$ cat config.mk
export PLATFORM = sky130hd
export DESIGN_NAME = vga_stream_out_flat
export DESIGN_NICKNAME = d
export VERILOG_FILES = /design/src/rtl/vga_stream_out_pkg.sv /design/src/rtl/vga_stream_out_if.sv /design/src/rtl/vga_stream_out_sync_fifo.sv /design/src/rtl/vga_stream_out.sv /design/src/flat_wrapper.sv
export SDC_FILE = /design/constraint.sdc
export NUM_CORES = 1
export LEC_CHECK = 0
export ABC_AREA = 1
export BUFFER_PORTS_ARGS = -buffer_cell sky130_fd_sc_hd__buf_2
export CAP_MARGIN = 5
export CORE_ASPECT_RATIO = 0.9
export CORE_MARGIN = 2
export CORE_UTILIZATION = 56
export CTS_CLUSTER_SIZE = 24
export DETAILED_ROUTE_END_ITERATION = 8
export PLACE_DENSITY = 0.85
export SYNTH_ARGS = -nofsm -noshare
export SYNTH_HDL_FRONTEND = slang
export SYNTH_SLANG_ARGS = --single-unit
$ cat constraint.sdc
create_clock -name clk -period 2.2 [get_ports clk]
set_input_delay 0.22 -clock clk [delete_from_list [all_inputs] [get_ports clk]]
set_output_delay 0.22 -clock clk [all_outputs]
set_load 0.02 [all_outputs]
$ cat src/rtl/vga_stream_out_pkg.sv
// vga_stream_out shared package: command codes, controller states,
// colour-bar table and default VGA 640x480 timing.
package vga_pack;

  localparam logic [3:0] CMD_START     = 4'h1;
  localparam logic [3:0] CMD_STOP      = 4'h2;
  localparam logic [3:0] CMD_CLEAR_ERR = 4'h3;
  localparam logic [3:0] CMD_PATTERN   = 4'h4;

  typedef enum logic [1:0] {
    ST_IDLE     = 2'd0,
    ST_PRIME    = 2'd1,
    ST_RUN      = 2'd2,
    ST_STOPPING = 2'd3
  } vga_state_t;

  // index 0 is the left-most bar
  localparam logic [0:7][11:0] BAR_RGB = {
    12'hFFF, 12'hFF0, 12'h0FF, 12'h0F0,
    12'hF0F, 12'hF00, 12'h00F, 12'h000
  };

  localparam int DEF_H_ACTIVE = 640;
  localparam int DEF_H_FP     = 16;
  localparam int DEF_H_SYNC   = 96;
  localparam int DEF_H_BP     = 48;
  localparam int DEF_V_ACTIVE = 480;
  localparam int DEF_V_FP     = 10;
  localparam int DEF_V_SYNC   = 2;
  localparam int DEF_V_BP     = 33;

endpackage

$ cat src/rtl/vga_stream_out_if.sv
// Pixel stream + command bus into vga_stream_out.
// master drives pixels/commands, slave returns Data_VGA_Ready.
interface vga_stream_out_if;
  logic [11:0] Data_VGA;
  logic        Data_VGA_Valid;
  logic        Data_VGA_Ready;
  logic [3:0]  VGA_Notification;
  logic        VGA_Notification_Valid;

  modport master (
    output Data_VGA, Data_VGA_Valid,
    output VGA_Notification, VGA_Notification_Valid,
    input  Data_VGA_Ready
  );

  modport slave (
    input  Data_VGA, Data_VGA_Valid,
    input  VGA_Notification, VGA_Notification_Valid,
    output Data_VGA_Ready
  );
endinterface

$ cat src/rtl/vga_stream_out_sync_fifo.sv
// sync_fifo: single-clock FIFO, async active-high reset.
// Ports: push/din, pop/dout (show-ahead), full (registered), empty, count.
module sync_fifo #(
  parameter int W     = 12,
  parameter int DEPTH = 16
) (
  input  logic                     clk,
  input  logic                     rst,
  input  logic                     push,
  input  logic [W-1:0]             din,
  input  logic                     pop,
  output logic [W-1:0]             dout,
  output logic                     full,
  output logic                     empty,
  output logic [$clog2(DEPTH):0]   count
);
  localparam int AW = $clog2(DEPTH);

  logic [W-1:0]  mem [DEPTH];
  logic [AW-1:0] wr_ptr, rd_ptr;
  logic [AW:0]   cnt_nxt;
  logic          wr_en, rd_en;

  assign wr_en = push && !full;
  assign rd_en = pop && !empty;
  assign empty = (count == '0);
  assign dout  = mem[rd_ptr];

  always_comb begin
    cnt_nxt = count;
    unique case ({wr_en, rd_en})
      2'b10:   cnt_nxt = count + 1'b1;
      2'b01:   cnt_nxt = count - 1'b1;
      default: cnt_nxt = count;
    endcase
  end

  always_ff @(posedge clk) begin
    if (wr_en) mem[wr_ptr] <= din;
  end

  always_ff @(posedge clk or posedge rst) begin
    if (rst) begin
      wr_ptr <= '0;
      rd_ptr <= '0;
      count  <= '0;
      full   <= 1'b0;
    end else begin
      if (wr_en) wr_ptr <= wr_ptr + 1'b1;
      if (rd_en) rd_ptr <= rd_ptr + 1'b1;
      count <= cnt_nxt;
      full  <= (cnt_nxt == (AW+1)'(DEPTH));
    end
  end

endmodule

$ cat src/rtl/vga_stream_out.sv
// vga_stream_out: buffers the CM pixel stream and scans it out with VGA
// timing, one pixel per clk. Ports: clk, rst (async, active-high),
// bus (slave: pixels, commands, Data_VGA_Ready), Hsync/Vsync (active-low),
// Red/Green/Blue, Frame_Start, Underflow (sticky), State.
// Optional macro VGA_TEST_PATTERN_EN adds a colour-bar pattern mode.
module vga_stream_out
  import vga_pack::*;
#(
  parameter int H_ACTIVE    = DEF_H_ACTIVE,
  parameter int H_FP        = DEF_H_FP,
  parameter int H_SYNC      = DEF_H_SYNC,
  parameter int H_BP        = DEF_H_BP,
  parameter int V_ACTIVE    = DEF_V_ACTIVE,
  parameter int V_FP        = DEF_V_FP,
  parameter int V_SYNC      = DEF_V_SYNC,
  parameter int V_BP        = DEF_V_BP,
  parameter int FIFO_DEPTH  = 16,
  parameter int PRIME_LEVEL = 8
) (
  input  logic            clk,
  input  logic            rst,
  vga_stream_out_if.slave bus,
  output logic            Hsync,
  output logic            Vsync,
  output logic [3:0]      Red,
  output logic [3:0]      Green,
  output logic [3:0]      Blue,
  output logic            Frame_Start,
  output logic            Underflow,
  output logic [1:0]      State
);
  localparam int H_TOTAL = H_ACTIVE + H_FP + H_SYNC + H_BP;
  localparam int V_TOTAL = V_ACTIVE + V_FP + V_SYNC + V_BP;
  localparam int HW      = $clog2(H_TOTAL);
  localparam int VW      = $clog2(V_TOTAL);
  localparam int CW      = $clog2(FIFO_DEPTH) + 1;

  vga_state_t    st;
  logic [HW-1:0] h_cnt;
  logic [VW-1:0] v_cnt;
  logic [31:0]   hx, vx;

  logic [11:0]   f_dout;
  logic          f_full, f_empty;
  logic [CW-1:0] f_count;

  logic          push, pop, under, primed;
  logic          scan, active, line_end, frame_end;
  logic          c_start, c_stop, c_clr;
  logic [11:0]   px;

  assign hx = 32'(h_cnt);
  assign vx = 32'(v_cnt);

  assign c_start = bus.VGA_Notification_Valid
                && bus.VGA_Notification == CMD_START;
  assign c_stop  = bus.VGA_Notification_Valid
                && bus.VGA_Notification == CMD_STOP;
  assign c_clr   = bus.VGA_Notification_Valid
                && bus.VGA_Notification == CMD_CLEAR_ERR;

  assign bus.Data_VGA_Ready = !f_full;
  assign push = bus.Data_VGA_Valid && bus.Data_VGA_Ready;

  assign scan      = (st == ST_RUN) || (st == ST_STOPPING);
  assign active    = scan && hx < H_ACTIVE && vx < V_ACTIVE;
  assign line_end  = (h_cnt == HW'(H_TOTAL - 1));
  assign frame_end = line_end && (v_cnt == VW'(V_TOTAL - 1));

`ifdef VGA_TEST_PATTERN_EN
  logic       pat_q;
  logic [2:0] bar;

  assign bar    = 3'((hx * 8) / H_ACTIVE);
  assign pop    = active && !pat_q && !f_empty;
  assign under  = active && !pat_q && f_empty;
  // bars need no buffered data, so priming is skipped in pattern mode
  assign primed = pat_q || (32'(f_count) >= PRIME_LEVEL);

  always_comb begin
    px = 12'h000;
    if (active && pat_q)        px = BAR_RGB[bar];
    else if (active && !f_empty) px = f_dout;
  end

  always_ff @(posedge clk or posedge rst) begin
    if (rst) pat_q <= 1'b0;
    else if (bus.VGA_Notification_Valid
          && bus.VGA_Notification == CMD_PATTERN)
      pat_q <= !pat_q;
  end
`else
  assign pop    = active && !f_empty;
  assign under  = active && f_empty;
  assign primed = (32'(f_count) >= PRIME_LEVEL);

  always_comb begin
    px = 12'h000;
    if (active && !f_empty) px = f_dout;
  end
`endif

  sync_fifo #(
    .W     (12),
    .DEPTH (FIFO_DEPTH)
  ) u_fifo (
    .clk   (clk),
    .rst   (rst),
    .push  (push),
    .din   (bus.Data_VGA),
    .pop   (pop),
    .dout  (f_dout),
    .full  (f_full),
    .empty (f_empty),
    .count (f_count)
  );

  // counters stay 0 outside scanning, so PRIME->RUN starts at (0,0)
  always_ff @(posedge clk or posedge rst) begin
    if (rst) begin
      st    <= ST_IDLE;
      h_cnt <= '0;
      v_cnt <= '0;
    end else begin
      unique case (st)
        ST_IDLE:     if (c_start) st <= ST_PRIME;
        ST_PRIME:    if (c_stop) st <= ST_IDLE;
                     else if (primed) st <= ST_RUN;
        ST_RUN:      if (c_stop) st <= ST_STOPPING;
        ST_STOPPING: if (c_start) st <= ST_RUN;
                     else if (frame_end) st <= ST_IDLE;
        default:     st <= ST_IDLE;
      endcase
      if (scan) begin
        h_cnt <= line_end ? '0 : h_cnt + 1'b1;
        if (line_end) v_cnt <= frame_end ? '0 : v_cnt + 1'b1;
      end else begin
        h_cnt <= '0;
        v_cnt <= '0;
      end
    end
  end

  always_ff @(posedge clk or posedge rst) begin
    if (rst) begin
      Hsync       <= 1'b1;
      Vsync       <= 1'b1;
      Red         <= '0;
      Green       <= '0;
      Blue        <= '0;
      Frame_Start <= 1'b0;
      Underflow   <= 1'b0;
    end else begin
      Hsync <= !(scan && hx >= H_ACTIVE + H_FP
                      && hx < H_ACTIVE + H_FP + H_SYNC);
      Vsync <= !(scan && vx >= V_ACTIVE + V_FP
                      && vx < V_ACTIVE + V_FP + V_SYNC);
      {Red, Green, Blue} <= px;
      Frame_Start <= scan && h_cnt == '0 && v_cnt == '0;
      if (under)      Underflow <= 1'b1;
      else if (c_clr) Underflow <= 1'b0;
    end
  end

  assign State = st;

endmodule

$ cat src/flat_wrapper.sv
// flat-port wrapper written by rule: the top's interface ports become plain ports
module vga_stream_out_flat import vga_pack::*;
#(
  parameter int H_ACTIVE    = DEF_H_ACTIVE,
  parameter int H_FP        = DEF_H_FP,
  parameter int H_SYNC      = DEF_H_SYNC,
  parameter int H_BP        = DEF_H_BP,
  parameter int V_ACTIVE    = DEF_V_ACTIVE,
  parameter int V_FP        = DEF_V_FP,
  parameter int V_SYNC      = DEF_V_SYNC,
  parameter int V_BP        = DEF_V_BP,
  parameter int FIFO_DEPTH  = 16,
  parameter int PRIME_LEVEL = 8
)
  (clk, rst, Hsync, Vsync, Red, Green, Blue, Frame_Start, Underflow, State, bus_Data_VGA, bus_Data_VGA_Valid, bus_VGA_Notification, bus_VGA_Notification_Valid, bus_Data_VGA_Ready);
  vga_stream_out_if bus_i ();
  input  logic clk;
  input  logic rst;
  output logic Hsync;
  output logic Vsync;
  output logic [3:0] Red;
  output logic [3:0] Green;
  output logic [3:0] Blue;
  output logic Frame_Start;
  output logic Underflow;
  output logic [1:0] State;
  input wire logic [$bits(bus_i.Data_VGA)-1:0] bus_Data_VGA;
  input wire logic [$bits(bus_i.Data_VGA_Valid)-1:0] bus_Data_VGA_Valid;
  input wire logic [$bits(bus_i.VGA_Notification)-1:0] bus_VGA_Notification;
  input wire logic [$bits(bus_i.VGA_Notification_Valid)-1:0] bus_VGA_Notification_Valid;
  output wire logic [$bits(bus_i.Data_VGA_Ready)-1:0] bus_Data_VGA_Ready;
  assign bus_i.Data_VGA = bus_Data_VGA;
  assign bus_i.Data_VGA_Valid = bus_Data_VGA_Valid;
  assign bus_i.VGA_Notification = bus_VGA_Notification;
  assign bus_i.VGA_Notification_Valid = bus_VGA_Notification_Valid;
  assign bus_Data_VGA_Ready = bus_i.Data_VGA_Ready;
  vga_stream_out #(.H_ACTIVE(H_ACTIVE), .H_FP(H_FP), .H_SYNC(H_SYNC), .H_BP(H_BP), .V_ACTIVE(V_ACTIVE), .V_FP(V_FP), .V_SYNC(V_SYNC), .V_BP(V_BP), .FIFO_DEPTH(FIFO_DEPTH), .PRIME_LEVEL(PRIME_LEVEL)) u_core (.clk(clk), .rst(rst), .bus(bus_i), .Hsync(Hsync), .Vsync(Vsync), .Red(Red), .Green(Green), .Blue(Blue), .Frame_Start(Frame_Start), .Underflow(Underflow), .State(State));
endmodule
==> results.ini <==
[setup_path]
path_class = flip-flop to flip-flop
path_delay_family = simple AND/OR/NAND/NOR gates
slowest_delay_ns = 0.41
path_max_fanout = 5
crit_arrival_ns = 2.78
critPathRequiredTime_ns = 2.62
cp-end-kind = flip-flop
setup.worst_path.start_class = flip-flop
r2r-end = u_core.u_fifo.full$_DFF_PP0_
cp_slowest_cell = dfrtp_1
ff2ff_setup_slack_ns = -0.16
cp_cell_sequence = nor2_1 > nand4_1 > nand3_4 > inv_4 > ha_4 > buf_4 > ha_1 > a21oi_1 > nand2_1 > nand2_1 > nand3_1 > nand3_1 > nor2_1
reg2reg_depth = 13
timing.rr.start = u_core.u_fifo.count[1]$_DFF_PP0_
cp_num_buf_inv = 2

[worst_hold_path]
min_from = bus_VGA_Notification[0]
min_path_type = primary input to flip-flop
whs_endpoint = u_core.Underflow$_DFFE_PP0P_
worstHoldPathCells = 4

[route]
drc = 0
antenna_left = 0
drt_iter0_drc = 864
wire_per_inst_um = 19.1
drt-total-wl_um = 25600
via_count = 7797
viasPerCell = 5.82
dr.pass1.iters = 6

[synth]
synth_area_um2 = 10500
synthFlopType = edfxtp_1
synth_warnings = 0
synthesis.nets = 1023
syn_avg_cell_area_um2 = 10.6
synthDominantCellAreaShare = 0.550
yosysSeqAreaShare = 0.675
synth-async-reset-ratio = 0.213
synth_seq_cells = 244
synth_area_leader_cell = edfxtp_1
synth_edf_count = 192
synth_commonest_cells = nand2_1 (299), edfxtp_1 (192), nand3_1 (153)
yosys.cell_types.count = 35
synth_cells = 989
synth.most_common_cell = nand2_1
synth_area_leaders = edfxtp_1 (55%), dfrtp_1 (12%), nand2_1 (11%)

[grt]
grt_max_degree = 60
grt_pass1_wl_um = 38800
grt_pass1_vias = 7469
grt.overflow.total = 0
antenna_found_initial = 1
track_usage = 0.253

[clock_tree]
cts_buffers = 24
clock_latency_ns = 0.53
cts_tree = yes
cts.sinks = 244
cts_root_buffer = clkbuf_16
clk_pin_slew_worst_paths_ns = 0.06
htreeDepth = 1
clk_path_buf_depth = 3

[sta]
finalWorstSetupSlack_ns = -0.156
tns_ns = -0.242
period_share = 1.07
relSlewSlack = 0.566
hold_violations = 0
slew_violations = 0
tightest_slew_ns = 0.650
clock.fmax_mhz = 424
skew_ns = 0.0213
rsz0062_at_grt = yes
finalCriticalPeriod_ns = 2.36
setup_viol = 3

[placement]
dp_slack_ns = -0.0142
dp.final_hpwl_um = 15300
routabilityCongestion = 0.870
port_buffers = 38

[power_and_ir_drop]
pwr-share-seq = 0.379
p_sw_frac = 0.380
ir_drop_uv = 1040
power_density_nw_per_um2 = 1290
leakagePower_nw = 4.88
internal-power_mw = 9.66
power_frac_comb = 0.374
p_sw_mw = 5.93
power_frac_clock = 0.247

[finish]
drive_above_1_share = 0.152
syn_to_final_growth_pct = 15.6
fill_cells = 1299
finish.utilization = 0.660
finalNetCount = 1110

[floorplanning]
rows = 47
core_um2 = 18300
die_width_um = 148
die_y_um = 134
initial_core_util = 0.571
dieArea_um2 = 19800
io_pins = 39

[status]
violations = setup timing
status = finished with violations

[run]
drv_cap = 0

[cells by family after synthesis]
family	count (synthesis)	synth area share
adder cells (fa/ha/maj)	14	0.0174
XOR/XNOR	9	0.00752
buffers and inverters	106	0.0443
AND/OR/NAND/NOR	549	0.223
flip-flops	244	0.675
AO/OA/AOI/OAI	67	0.0334
[tightest hold or removal path: stages]
cell,delay (ns)
buf_2,0.11
nand3_1,0.09
nand2_1,0.07
o21ai_1,0.06
[cell type report]
cell class                      instances  area, um2  share of cell area
Sequential cell                       244       7070               0.584
Multi-Input combinational cell        639       3020               0.250
Timing Repair Buffer                  102        711              0.0587
Clock buffer                           28        616              0.0509
Tap cell                              245        307              0.0253
Inverter                               65        246              0.0204
Clock inverter                         16        129              0.0106
Antenna cell                            1       2.50            0.000207
[how the worst max path moves through the flow]
stage / from / to / slack [ns] / cells after the start
5_1_grt: u_core.u_fifo.count[2]$_DFF_PP0_ / u_core.u_fifo.full$_DFF_PP0_ / -0.20 / 13
2_1_floorplan: u_core.v_cnt[5]$_DFFE_PP0P_ / u_core.u_fifo.full$_DFF_PP0_ / 0.02 / 14
3_3_place_gp: u_core.h_cnt[7]$_DFF_PP0_ / u_core.u_fifo.full$_DFF_PP0_ / 0.03 / 13
3_5_place_dp: u_core.h_cnt[7]$_DFF_PP0_ / u_core.u_fifo.full$_DFF_PP0_ / -0.01 / 13
4_1_cts: u_core.h_cnt[9]$_DFF_PP0_ / u_core.u_fifo.full$_DFF_PP0_ / 0.01 / 12
6_report: u_core.u_fifo.count[1]$_DFF_PP0_ / u_core.u_fifo.full$_DFF_PP0_ / -0.16 / 13
[cell usage in the layout, fill, tap and decap left out, types with 7 or more instances in the layout]
| cell type | count |
|---|---|
| nand2_1 | 298 |
| edfxtp_1 | 192 |
| nand3_1 | 152 |
| nor2_1 | 63 |
| buf_4 | 60 |
| inv_1 | 57 |
| dfrtp_1 | 48 |
| a21oi_1 | 42 |
| buf_2 | 38 |
| clkbuf_16 | 24 |
| o21ai_0 | 16 |
| nand4_1 | 10 |
| ha_1 | 10 |
| nor3_1 | 9 |
| xor2_1 | 8 |
| clkinv_1 | 8 |
| inv_2 | 7 |
[power by group through the flow]
stage | clock, mW | combinational, mW | sequential, mW
3_5_place_dp | 0 | 5.18 | 5.98
6_report | 3.85 | 5.83 | 5.91
2_1_floorplan | 0 | 3.53 | 6.07
4_1_cts | 3.87 | 5.39 | 5.89
5_1_grt | 4.07 | 6.34 | 5.95
3_3_place_gp | 0 | 5.00 | 5.96
[stage by stage]
stage | instances | hold slack (ns) | area [um2] | power (mW)
2_1_floorplan | 989 | 0.319 | 10500 | 9.60
3_3_place_gp | 1275 | 0.157 | 11100 | 11.0
3_5_place_dp | 1275 | 0.164 | 11100 | 11.2
4_1_cts | 1334 | 0.0473 | 12000 | 15.1
5_1_grt | 1340 | 0.0650 | 12100 | 16.4
6_report | 1340 | 0.0652 | 12100 | 15.6
[per-layer routing]
layer	track usage	routed length, um	vias up
li1	-	-	3539
met1	0.354	10100	3707
met2	0.412	12400	476
met3	0.0414	2370	73
met4	0.0831	769	2
met5	0	13	-
[sequential cells by signal, indices dropped and copies added (netlist names), 2 cells and up]
signal / flops
u_core.v_cnt: 10
u_core.u_fifo.rd_ptr: 4
u_core.h_cnt: 10
u_core.State: 2
u_core.u_fifo.wr_ptr: 4
u_core.u_fifo.count: 5
u_core.u_fifo.mem: 192
u_core.Green: 4
u_core.Red: 4
u_core.Blue: 4
[repair_timing]
item,in CTS,in global routing
pin swaps,5,10
hold buffers,1,0
buffers inserted,14,6
resized for setup,5,14
hold endpoints to repair,50,0
cloned,0,0
endpoints found under the setup margin,2,3
Power figures use the tool's default switching activity.
